### src/rtl/mux_4.sv
// Four-channel WIDTH-bit multiplexer with a combinational output plus registered
// copies of the selected data, the select value, and a select-change pulse.
module mux_4 #(
    parameter int WIDTH = 32
) (
    input  logic             clk,
    input  logic             rst_n,
    input  logic [WIDTH-1:0] a,
    input  logic [WIDTH-1:0] b,
    input  logic [WIDTH-1:0] c,
    input  logic [WIDTH-1:0] d,
    input  logic [1:0]       select,
    output logic [WIDTH-1:0] out,
    output logic [WIDTH-1:0] out_q,
    output logic [1:0]       sel_q,
    output logic             sel_changed
);

    // Channel selection; an unknown select falls to default and yields all-X.
    always_comb begin
        out = {WIDTH{1'bx}};
        case (select)
            2'd0:    out = a;
            2'd1:    out = b;
            2'd2:    out = c;
            2'd3:    out = d;
            default: out = {WIDTH{1'bx}};
        endcase
    end

    // Registered copies of out and select, plus the one-cycle change pulse.
    always_ff @(posedge clk or negedge rst_n) begin
        if (!rst_n) begin
            out_q       <= {WIDTH{1'b0}};
            sel_q       <= 2'd0;
            sel_changed <= 1'b0;
        end else begin
            out_q       <= out;
            sel_q       <= select;
            sel_changed <= (select != sel_q);
        end
    end

endmodule

### config.mk
export PLATFORM = sky130hd
export DESIGN_NAME = mux_4
export DESIGN_NICKNAME = d
export VERILOG_FILES = /design/src/rtl/mux_4.sv
export SDC_FILE = /design/constraint.sdc
export NUM_CORES = 1
export LEC_CHECK = 0
export BUFFER_PORTS_ARGS = -buffer_cell sky130_fd_sc_hd__buf_2
export CORE_ASPECT_RATIO = 0.6
export CORE_MARGIN = 8
export CORE_UTILIZATION = 33
export CTS_CLUSTER_DIAMETER = 30
export DETAILED_ROUTE_END_ITERATION = 8
export GPL_ROUTABILITY_DRIVEN = 0
export GPL_TIMING_DRIVEN = 0
export HOLD_SLACK_MARGIN = 0.02
export PLACE_DENSITY_LB_ADDON = 0.08
export SLEW_MARGIN = 25
export SYNTH_ARGS = -nofsm -noshare
export SYNTH_HDL_FRONTEND = slang
export SYNTH_SLANG_ARGS = --single-unit
export TNS_END_PERCENT = 20
### constraint.sdc
create_clock -name clk -period 1.9 [get_ports clk]
set_clock_uncertainty 0.1 [all_clocks]
set_input_delay 0.38 -clock clk [delete_from_list [all_inputs] [get_ports clk]]
set_output_delay 0.38 -clock clk [all_outputs]
set_load 0.02 [all_outputs]
[Word level (Yosys, flattened, before mapping)]
Cells that the tools add are included.
Storage, ports and cells
  output and inout bits: 67
  input port bits: 132
  flip-flop bits (word level): 35
  logic and storage cells: 9
Operators by class
  eq/ne operators: 4
  muxes and demuxes: 1
  reductions and logical operators: 1
Operators by type and width (number)
  $pmux W32 S4: 1
  $eq A2 B2 Y1 const B: 2
  $eq A2 B1 Y1 const B: 1
  $logic_not A2 Y1: 1
  $ne A2 B2 Y1: 1

[Depth between registers and ports, before layout]
  depth after elaboration: 2
  gate-level depth with buffers: 4
  gate-level depth less buffers: 2

[Worst setup path after synthesis]
OpenSTA, ideal clock, no wires.
  path type: input to output
  start: in select[0]
  end: out out[0]
  stages: 3
  setup slack: 0.197 ns
  arrival time: 1.223 ns
  required time: 1.420 ns
  path buffers: 2
  path through: buf_6 -> buf_12 -> mux4_2
On the way
  cells in the longest elaborated chain, start to end: 2
  elaborated cells on any way between the ends: 5
  classes of those cells: 3 x eq/ne; 1 x mux; 1 x reduce/logical
Ends and longest elaborated chain
  start: declaration: line 12  | input logic [1:0] select,
  $eq A2 B2 Y1 (tied with other cells): line 22  | case (select)
  $pmux W32 S4 (*): line 22
  end: declaration: line 13  | output logic [WIDTH-1:0] out,
Mark *: on every way between the ends. The rest lies on a longest branch, timed or not.

[Final worst setup path]
  start: in select[0]
  end: out out[24]
Same word-level chain as after synthesis.

==> qor.yml <==
sta:
  min_period_over_period_pct: 99.0
  fmax_ghz: 0.532
  relSlewSlack_pct: 48.7
  finalSetupTns_ns: 0
  rsz0062_at_grt: "yes"
  maxSlewViolCount: 0
  min_period_ns: 1.88
  tightest_slew_ns: 0.770
  hold_ws_ns: 0.0797
  finalHoldViolations: 0
  setup-violations-final: 0
layout:
  fin_cells: 360
  area_growth_pct: 82.8
  final_common_cell: "buf_2"
  nets: 425
  final_cell_mix: "buf_2 (177), dfrtp_1 (35), mux4_2 (32)"
  num_antenna_cells: 0
  drive_above_1_share_pct: 86.7
power:
  max-vdd-ir-drop_v: 0.000380
  powerDensity_mw_per_mm2: 697
  p_leak_uw: 0.00161
critical_path:
  rrSetupSlack_ns: 1.11
  path_delay_family: "multiplexers"
  cp_cell_sequence: "buf_12 -> buf_12 -> buf_8 -> mux4_2 -> buf_6"
  crit_buf_inv: 4
  worstSetupEndpointType: "primary output"
  cp_max_fo: 7
  worstSetupEndpoint: "out[24]"
  critPathLaunchType: "input port"
  critPathArrivalTime_ns: 1.40
  crit_type: "in -> out"
  cpMaxStageDelayCell: "mux4_2"
  reg2reg_depth: 2
  slowest_delay_ns: 0.52
  crit_path_frequent_cell: "buf_12"
  r2r_end: "sel_changed"
  critPathLaunch: "select[0]"
  worstSetupPathDepth: 5
  required_ns: 1.42
  reg2reg_from: "sel_q[0]"
drt:
  firstDrtPassIters: 4
  wl_met1_mm: 2.18
  antenna_left: 0
  wl_met2_mm: 3.46
  vias: 1649
  viasPerCell: 4.58
  top_layer: "met4"
  routed_wl_mm: 6.56
  drc: 0
  wl_per_cell_um: 18.2
  dr.first_iter.drc_count: 71
  dr_wl_met3_um: 865
floorplanning:
  fp.coreArea_mm2: 0.00503
  die_h_um: 71.9
  num_io_pins: 199
  initial_utilization_pct: 34.2
  die_w_um: 109
  dieArea_mm2: 0.00785
  fp-row-count: 20
synthesis:
  syn_inst: 78
  syn_area_mm2: 0.00172
  ys_types: 9
  syn_avg_cell_area_um2: 22.0
  ys_seq_elements: 35
  seq_area_frac_synth_pct: 50.9
  ys_warn_count: 0
  syn_nets: 210
clocking:
  cts-root-buf: "clkbuf_8"
  clock_latency_ns: 0.27
  cts_buffer_depth: 2
  numCtsBuffers: 5
  clk_pin_slew_worst_paths_ns: 0.07
  clock-sinks: 35
  tritoncts: "yes"
  htree_levels: 2
global_route:
  grt_pass1_vias: 1872
  grt_usage_pct: 16.0
  gr-total-overflow: 0
  grt_pass1_wl_mm: 9.64
  antenna_found_initial: 0
  grt_start_max_net_pins: 36
placed_design:
  dp_hpwl_mm: 5.47
  numPortBuffers: 198
  placedCellCount: 342
job:
  maxCapViolCount: 0
worst_hold_path:
  hp-class: "in -> async"
outcome:
  status: "completed"
[cell type report]
type                       instances  area [µm²]
tap                               66        82.6
fill                             418        1890
timing repair buffer             210        1260
sequential                        35         876
multi-input combinational         35         742
clock buffer                       8         100
buffer                             6        82.6
[power by group]
part	internal (µW)	leakage, µW	switching, µW
clock network	331	0.0000515	240
logic	397	0.00115	392
registers	817	0.000406	15.2
total	1540	0.00161	647
[worst min path at each step]
stage	from	endpoint	slack (ns)	cells past startpoint
after floorplan	rst_n	out_q[0]	-0.02	0
after global placement	sel_q[1]	sel_changed	0.38	2
after detailed placement	sel_q[1]	sel_changed	0.38	2
after CTS	rst_n	out_q[29]	0.11	1
after global routing	rst_n	out_q[29]	0.14	1
final	rst_n	out_q[29]	0.08	1
[metrics by stage]
| step | cell area, µm² | total power [µW] | utilization (%) | setup slack [ns] |
|---|---|---|---|---|
| floorplan | 1720 | 1230 | - | 0.197 |
| global placement | 2790 | 1540 | 55.5 | -0.198 |
| detailed placement | 2790 | 1550 | 55.5 | -0.204 |
| CTS | 3040 | 2190 | 60.4 | -0.0208 |
| global route | 3140 | 2320 | 62.5 | -0.0149 |
| finish | 3140 | 2190 | 62.5 | 0.0192 |
[repair_timing]
action / 4_1_cts / 5_1_grt
resized for setup: 31 / 19
cloned: 1 / 1
setup buffers: 6 / 4
hold buffers: 0 / 0
setup endpoints to repair: 29 / 26
[state kept, by name, indices dropped and copies added, names as in the netlist]
signal       flops
sel_changed      1
sel_q            2
out_q           32
[layer usage]
layer / up-vias / global-route usage, %
met5: - / 0
met4: 0 / 4.02
met3: 4 / 7.78
met2: 91 / 29.0
met1: 798 / 16.1
li1: 756 / -
[kinds of logic (layout without fill, tap and decap cells)]
family / Yosys count / in the layout / synth area share, %
DFF: 35 / 35 / 50.9
xor gates and xnor gates: 2 / 2 / 1.02
buffers and inverters: 8 / 224 / 5.24
and+or+nand+nor: 1 / 1 / 0.218
muxes: 32 / 32 / 42.6
[Yosys cell counts]
master	count	area [µm²]
mux4_2	29	653
xnor2_1	2	17.5
dfrtp_1	35	876
clkbuf_1	1	3.75
buf_12	3	60.1
buf_2	3	15.0
buf_6	1	11.3
nand2_1	1	3.75
mux4_1	3	78.8
(Power assumes the default switching activity.)
